### config.mk
export PLATFORM = sky130hd
export DESIGN_NAME = board_input_conditioner_flat
export DESIGN_NICKNAME = d
export VERILOG_FILES = /design/src/rtl/board_input_conditioner_pkg.sv /design/src/rtl/board_input_conditioner_if.sv /design/src/rtl/board_input_conditioner_debounce_cell.sv /design/src/rtl/board_input_conditioner.sv /design/src/flat_wrapper.sv
export SDC_FILE = /design/constraint.sdc
export NUM_CORES = 1
export LEC_CHECK = 0
export CORE_ASPECT_RATIO = 1.75
export CORE_MARGIN = 2
export CORE_UTILIZATION = 55
export DETAILED_ROUTE_END_ITERATION = 10
export HOLD_SLACK_MARGIN = 0.15
export PLACE_DENSITY = 0.76
export SLEW_MARGIN = 20
export SYNTH_ARGS = -nofsm -noshare
export SYNTH_HDL_FRONTEND = slang
export SYNTH_HIERARCHICAL = 1
export SYNTH_SLANG_ARGS = --single-unit
export TNS_END_PERCENT = 10
### constraint.sdc
create_clock -name clk_i -period 2.01 [get_ports clk_i]
set_clock_uncertainty 0.1 [all_clocks]
set_input_delay 0.402 -clock clk_i [delete_from_list [all_inputs] [get_ports clk_i]]
set_output_delay 0.402 -clock clk_i [all_outputs]
set_load 0.05 [all_outputs]
### src/rtl/board_input_conditioner_pkg.sv
// Shared constants for the board input front-end: clock rate, default
// debounce window and the width of the processor-facing I/O word.
package board_io_pkg;

  localparam int unsigned CLK_HZ      = 50_000_000;
  localparam int unsigned DEBOUNCE_MS = 1;
  localparam int unsigned IO_WORD_W   = 32;

  function automatic int unsigned ms_to_cycles(input int unsigned ms);
    return (CLK_HZ / 1000) * ms;
  endfunction

  localparam int unsigned DEBOUNCE_CYCLES = ms_to_cycles(DEBOUNCE_MS);

endpackage

### src/rtl/board_input_conditioner_if.sv
// Pin/processor bundle for board_input_conditioner: raw board pins and the
// event-clear strobe in, conditioned levels, pulses, flags and I/O word out.
interface board_input_conditioner_if
  import board_io_pkg::*;
#(
    parameter int NUM_SW  = 18,
    parameter int NUM_KEY = 4
);
    logic [NUM_SW-1:0]    sw_raw_i;
    logic [NUM_KEY-1:0]   key_raw_i;
    logic [NUM_KEY-1:0]   event_clr_i;
    logic [NUM_SW-1:0]    sw_o;
    logic [NUM_KEY-1:0]   key_o;
    logic [NUM_KEY-1:0]   key_press_o;
    logic [NUM_KEY-1:0]   key_release_o;
    logic [NUM_KEY-1:0]   key_event_o;
    logic [IO_WORD_W-1:0] io_in_o;

    modport master (
        output sw_raw_i, key_raw_i, event_clr_i,
        input  sw_o, key_o, key_press_o, key_release_o, key_event_o, io_in_o
    );

    modport slave (
        input  sw_raw_i, key_raw_i, event_clr_i,
        output sw_o, key_o, key_press_o, key_release_o, key_event_o, io_in_o
    );
endinterface

### src/rtl/board_input_conditioner_debounce_cell.sv
// One input channel: multi-flop synchroniser, optional polarity inversion,
// saturating stability counter, debounced level and rise/fall strobes.
module debounce_cell #(
    parameter int SYNC_STAGES     = 2,
    parameter int DEBOUNCE_CYCLES = 50000,
    parameter int INVERT          = 0
) (
    input  logic clk_i,
    input  logic rst_i,
    input  logic raw_i,
    output logic level_o,
    output logic rise_o,
    output logic fall_o,
    output logic rise_next_o
);
    localparam int             CNT_W   = $clog2(DEBOUNCE_CYCLES + 1);
    localparam logic [CNT_W-1:0] CNT_MAX = CNT_W'(DEBOUNCE_CYCLES - 1);
    localparam logic           INV     = 1'(INVERT);

    if (SYNC_STAGES < 2)     begin : g_chk_sync  $error("SYNC_STAGES must be >= 2");     end
    if (DEBOUNCE_CYCLES < 1) begin : g_chk_deb   $error("DEBOUNCE_CYCLES must be >= 1"); end

    logic [SYNC_STAGES-1:0] sync_q;
    logic [CNT_W-1:0]       cnt_q, cnt_d;
    logic                   level_q, level_d;
    logic                   rise_q, rise_d;
    logic                   fall_q, fall_d;
    logic                   s;

    // Synchroniser resets to the released pin level, so held-active pins
    // are seen as a fresh transition once reset drops.
    always_ff @(posedge clk_i or posedge rst_i) begin
        if (rst_i) sync_q <= {SYNC_STAGES{INV}};
        else       sync_q <= {sync_q[SYNC_STAGES-2:0], raw_i};
    end

    assign s = sync_q[SYNC_STAGES-1] ^ INV;

    always_comb begin
        cnt_d   = cnt_q;
        level_d = level_q;
        rise_d  = 1'b0;
        fall_d  = 1'b0;
        if (s == level_q) begin
            cnt_d = '0;
        end else if (cnt_q == CNT_MAX) begin
            level_d = s;
            cnt_d   = '0;
            rise_d  = s;
            fall_d  = ~s;
        end else begin
            cnt_d = cnt_q + CNT_W'(1);
        end
    end

    always_ff @(posedge clk_i or posedge rst_i) begin
        if (rst_i) begin
            cnt_q   <= '0;
            level_q <= 1'b0;
            rise_q  <= 1'b0;
            fall_q  <= 1'b0;
        end else begin
            cnt_q   <= cnt_d;
            level_q <= level_d;
            rise_q  <= rise_d;
            fall_q  <= fall_d;
        end
    end

    assign level_o     = level_q;
    assign rise_o      = rise_q;
    assign fall_o      = fall_q;
    assign rise_next_o = rise_d;
endmodule

### src/rtl/board_input_conditioner.sv
// DE2 input front-end: debounces switches and keys, generates key press/release
// pulses and sticky press flags, and packs them into the processor I/O word.
module board_input_conditioner
  import board_io_pkg::*;
#(
    parameter int NUM_SW          = 18,
    parameter int NUM_KEY         = 4,
    parameter int SYNC_STAGES     = 2,
    parameter int DEBOUNCE_CYCLES = 50000,
    parameter int KEY_ACTIVE_LOW  = 1
) (
    input logic                      clk_i,
    input logic                      rst_i,
    board_input_conditioner_if.slave io
);
    if (NUM_SW < 1 || NUM_SW > 31)   begin : g_chk_sw   $error("NUM_SW out of range");  end
    if (NUM_KEY < 1 || NUM_KEY > 31) begin : g_chk_key  $error("NUM_KEY out of range"); end
    if (NUM_SW + NUM_KEY > int'(IO_WORD_W)) begin : g_chk_w
        $error("NUM_SW + NUM_KEY exceeds the I/O word");
    end

    logic [NUM_SW-1:0]  sw_lvl;
    logic [NUM_SW-1:0]  sw_rise_unused, sw_fall_unused, sw_next_unused;
    logic [NUM_KEY-1:0] key_lvl, key_press, key_rel, key_rise_next;
    logic [NUM_KEY-1:0] key_event_q, key_event_d;

    for (genvar i = 0; i < NUM_SW; i++) begin : g_sw
        debounce_cell #(
            .SYNC_STAGES    (SYNC_STAGES),
            .DEBOUNCE_CYCLES(DEBOUNCE_CYCLES),
            .INVERT         (0)
        ) u_cell (
            .clk_i      (clk_i),
            .rst_i      (rst_i),
            .raw_i      (io.sw_raw_i[i]),
            .level_o    (sw_lvl[i]),
            .rise_o     (sw_rise_unused[i]),
            .fall_o     (sw_fall_unused[i]),
            .rise_next_o(sw_next_unused[i])
        );
    end

    for (genvar i = 0; i < NUM_KEY; i++) begin : g_key
        debounce_cell #(
            .SYNC_STAGES    (SYNC_STAGES),
            .DEBOUNCE_CYCLES(DEBOUNCE_CYCLES),
            .INVERT         (KEY_ACTIVE_LOW)
        ) u_cell (
            .clk_i      (clk_i),
            .rst_i      (rst_i),
            .raw_i      (io.key_raw_i[i]),
            .level_o    (key_lvl[i]),
            .rise_o     (key_press[i]),
            .fall_o     (key_rel[i]),
            .rise_next_o(key_rise_next[i])
        );
    end

    // Flag is set from the pre-register rise so it lands on the same edge as
    // the press pulse; set beats a simultaneous clear.
    always_comb begin
        key_event_d = (key_event_q & ~io.event_clr_i) | key_rise_next;
    end

    always_ff @(posedge clk_i or posedge rst_i) begin
        if (rst_i) key_event_q <= '0;
        else       key_event_q <= key_event_d;
    end

    always_comb begin
        io.io_in_o                   = '0;
        io.io_in_o[NUM_SW-1:0]       = sw_lvl;
        io.io_in_o[NUM_SW +: NUM_KEY] = key_event_q;
    end

    assign io.sw_o          = sw_lvl;
    assign io.key_o         = key_lvl;
    assign io.key_press_o   = key_press;
    assign io.key_release_o = key_rel;
    assign io.key_event_o   = key_event_q;
endmodule

### src/flat_wrapper.sv
// flat-port wrapper written by rule: the top's interface ports become plain ports
module board_input_conditioner_flat import board_io_pkg::*;
#(
    parameter int NUM_SW          = 18,
    parameter int NUM_KEY         = 4,
    parameter int SYNC_STAGES     = 2,
    parameter int DEBOUNCE_CYCLES = 50000,
    parameter int KEY_ACTIVE_LOW  = 1
)
  (clk_i, rst_i, io_sw_raw_i, io_key_raw_i, io_event_clr_i, io_sw_o, io_key_o, io_key_press_o, io_key_release_o, io_key_event_o, io_io_in_o);
  board_input_conditioner_if #(.NUM_SW(NUM_SW), .NUM_KEY(NUM_KEY)) io_i ();
  input logic clk_i;
  input logic rst_i;
  input wire logic [$bits(io_i.sw_raw_i)-1:0] io_sw_raw_i;
  input wire logic [$bits(io_i.key_raw_i)-1:0] io_key_raw_i;
  input wire logic [$bits(io_i.event_clr_i)-1:0] io_event_clr_i;
  output wire logic [$bits(io_i.sw_o)-1:0] io_sw_o;
  output wire logic [$bits(io_i.key_o)-1:0] io_key_o;
  output wire logic [$bits(io_i.key_press_o)-1:0] io_key_press_o;
  output wire logic [$bits(io_i.key_release_o)-1:0] io_key_release_o;
  output wire logic [$bits(io_i.key_event_o)-1:0] io_key_event_o;
  output wire logic [$bits(io_i.io_in_o)-1:0] io_io_in_o;
  assign io_i.sw_raw_i = io_sw_raw_i;
  assign io_i.key_raw_i = io_key_raw_i;
  assign io_i.event_clr_i = io_event_clr_i;
  assign io_sw_o = io_i.sw_o;
  assign io_key_o = io_i.key_o;
  assign io_key_press_o = io_i.key_press_o;
  assign io_key_release_o = io_i.key_release_o;
  assign io_key_event_o = io_i.key_event_o;
  assign io_io_in_o = io_i.io_in_o;
  board_input_conditioner #(.NUM_SW(NUM_SW), .NUM_KEY(NUM_KEY), .SYNC_STAGES(SYNC_STAGES), .DEBOUNCE_CYCLES(DEBOUNCE_CYCLES), .KEY_ACTIVE_LOW(KEY_ACTIVE_LOW)) u_core (.clk_i(clk_i), .rst_i(rst_i), .io(io_i));
endmodule
==> results.txt <==
----------------------------------------------------
[Floorplanning]
  Starting Density ... a little under three fifths
  Die span in x ... 151 um
  Core Region ... approximately 0.038 mm2
  DIE AREA ... between 0.03 and 0.04 mm2
  Floorplan die height ... between 200 and 300 um
  Cell row count ... 94
  I/O pin count ... 94

[Place]
  Number of cells in the design after placement ... 2474
  Placed cell area ... ~0.022 mm2
  Routability congestion estimate ... just under 0.9
  Dpl hpwl ... 26300 um
  Worst slack at placement ... between 90 and 100 ps
  PortBufs ... 83

[Critical path]
  Arrival @ worst endpoint ... roughly 1400 ps
  Startpoint of the worst-slack reg-to-reg timing path ... u_core/g_key[2].u_cell/cnt_q[0]
  R2R setup slack ... about 110 ps
  Startpoint-to-endpoint class of the critical path ... reg2out
  Critical path peak fanout ... 1
  Required time worst endpoint ... between 1500 and 2000 ps
  Maximum cell stage delay along the critical path ... 530 ps
  Slowest cell on the critical path ... dlygate4sd2_1
  Critical path buffers and inverters ... 1
  Critical path capture point type ... output port
  CP top delay family ... buffers and inverters
  Capture instance of the worst register-to-register path ... u_core/g_key[2].u_cell/cnt_q[4]
  R2R depth ... 5
  Sequence of cells on the critical path ... dlygate4sd2_1
  Kind of launch point of the worst setup path ... flip-flop

[Global route]
  Antenna violations before repair ... 0
  Global-route usage over all layers ... 19.9%
  Vias in the first global route ... 14700
  Total overflow reported by the global router ... 0
  Pin count of the biggest net entering global routing ... 24
  First-pass GRT wire length ... ~66000 um

[CTS]
  TritonCTS clock tree ... done
  Clk_lat worst skew ... approximately 540 ps
  Clock buffer depth ... 3
  Clock-pin slew of the registers on the worst-case setup and hold paths ... 60 ps
  Clock Sink Count ... between 400 and 500
  Master cell of the clock root buffer ... clkbuf_16
  Number of buffers created by CTS ... between 40 and 50
  Clock H-tree levels ... 2

[Min path]
  Terminating pin of the worst hold path ... u_core/g_key[3].u_cell/sync_q[0]
  Class of the tightest hold or removal check ... in2reg
  Number of stages on the worst hold path ... 1
  Min-delay src ... io_key_raw_i[3]

[Yosys]
  Area of the mapped netlist ... around 0.021 mm2
  Avg Synthesized Cell Area ... about 11 um2
  Warnings, synthesis ... 6
  Syn Inst Count ... approximately 2000

[Timing]
  Final setup TNS ... 0 ps
  Worst hold margin ... between 150 and 200 ps
  Worst-case headroom to the max-slew limit ... between 60% and 70%
  Final max-slew violation count ... 0
  F_max ... between 500 and 600 MHz
  RSZ-0062 raised after global routing ... false
  Final Setup Violations ... 0
  Hold Violations, Final ... 0
  Slew at the pin closest to its max-slew limit ... just over 500 ps
  Post-layout min period ... around 1900 ps
  Crit share post-route ... 95.4%
  Worst setup margin ... between 90 and 100 ps

[Detailed routing]
  Total length of routed wires ... 38700 um
  Router iterations before antenna repair ... 5
  Post-route DRC ... 0
  Routed length per placed instance ... roughly 15 um
  Post-DRT Antenna Nets ... 0
  Vias per cell ... between 5 and 6
  Vias post-DR ... around 14000
  Drt first-iter violations ... around 520

[Power and ir drop]
  Clock power frac ... between 40% and 50%
  Net switching fraction of the power ... between 20% and 30%
  Cell internal power dissipation ... between 10 and 15 mW
  Peak ir drop on the vdd network ... just under 0.9 mV
  Total power density per cell area ... around 770 mW/mm2
  Total power consumption of the routed design ... about 18 mW
  Sw power ... approximately 3.9 mW
  Static power due to leakage ... 10.0 nW
  Part of the power in registers ... between 50% and 60%
  Portion of total power attributed to combinational logic ... 3.5%

[Final layout]
  Layout-stage area growth over the synthesis result ... 10.9%
  NumNets Final ... between 2000 and 2500
  Cell Count, Final, Fillers Out ... 2552
  Number of inserted diodes ... 0
  Fin util ... 61.8%
  Layout cells sized above 1 ... a little under an eighth
  Final instance area ... 0.0232 mm2

[Run]
  Max capacitance violation total ... 0

[Outcome]
  Outcome ... finished clean

----------------------------------------------------
-- registers in the layout, summed over array words and instances (netlist names) --
register                     flops
u_core/g_sw.u_cell/cnt_q       288
u_core/g_sw.u_cell/level_o      18
u_core/g_key.u_cell/fall_o       4
u_core/g_key.u_cell/cnt_q       64
u_core/g_sw.u_cell/sync_q       36
u_core/g_key.u_cell/sync_q       8
u_core/io.key_event_o            4
u_core/g_key.u_cell/rise_o       4
u_core/g_key.u_cell/level_o      4
-- how the worst max path moves through the flow --
stage	start	end	cells after the start
global route	u_core/g_key[3].u_cell/cnt_q[0]	u_core/g_key[3].u_cell/cnt_q[2]	5
global placement	u_core/g_key[2].u_cell/cnt_q[5]	u_core/g_key[2].u_cell/cnt_q[8]	4
floorplan	u_core/g_key[0].u_cell/cnt_q[0]	u_core/g_key[0].u_cell/cnt_q[12]	7
CTS	u_core/g_key[2].u_cell/fall_o	io_key_release_o[2]	1
finish	u_core/g_key[2].u_cell/fall_o	io_key_release_o[2]	1
detailed placement	u_core/g_key[2].u_cell/cnt_q[0]	u_core/io.key_event_o[2]	5
-- routing by layer --
metal / GRT usage (%) / vias to the layer above / part of all wire, %
li1: - / 6885 / -
met4: 6.85 / 0 / 2.6
met3: 2.92 / 73 / 3.0
met5: 0 / - / 0
met1: 22.1 / 7066 / 39
met2: 38.0 / 196 / 55
-- area by class of cell --
type                    instances  area [um2]
clock buffers                  59        1260
fillers                      2968       14300
flip-flops and latches        430       10800
inverters                      49         184
well taps                     480         601
multi-input cells            1398        9160
clock inverters                18         213
repair buffers                118         990
-- layout by cell type (no fill, tap or decap), drive strengths merged --
master,instances
mux2,18
nand4,150
conb,10
or4,4
nor3,56
o21ai,4
nor2,386
dlygate4sd3,1
or3,4
a21o,4
nor4,66
and3,58
and4,18
inv,49
xnor2,218
and2,18
buf,83
dlygate4sd2,7
xor2,112
dfrtp,422
ha,22
nand2,60
nand4bb,8
dfstp,8
bufinv,4
and4bb,18
nor4bb,18
clkinv,8
clkbuf,59
clkinvlp,6
nand3,128
clkdlybuf4s50,27
nor4b,18
-- what timing repair did --
| action | in CTS | in global routing |
|---|---|---|
| endpoints found under the hold margin | 1 | 0 |
| hold buffers | 1 | 0 |
| setup buffers | 0 | 0 |
| setup endpoints to repair | 7 | 7 |
| resized for setup | 7 | 5 |
-- power groups by stage --
| stage | Sequential, mW | Combinational [mW] | Clock, mW |
|---|---|---|---|
| after floorplan | 9.07 | 0.483 | 0 |
| after global placement | 9.10 | 0.620 | 0 |
| after CTS | 8.95 | 0.647 | 8.53 |
| after global routing | 8.97 | 0.722 | 8.83 |
| final | 8.95 | 0.626 | 8.25 |
| after detailed placement | 9.11 | 0.641 | 0 |
No activity file was read; power rests on OpenSTA's default activity.
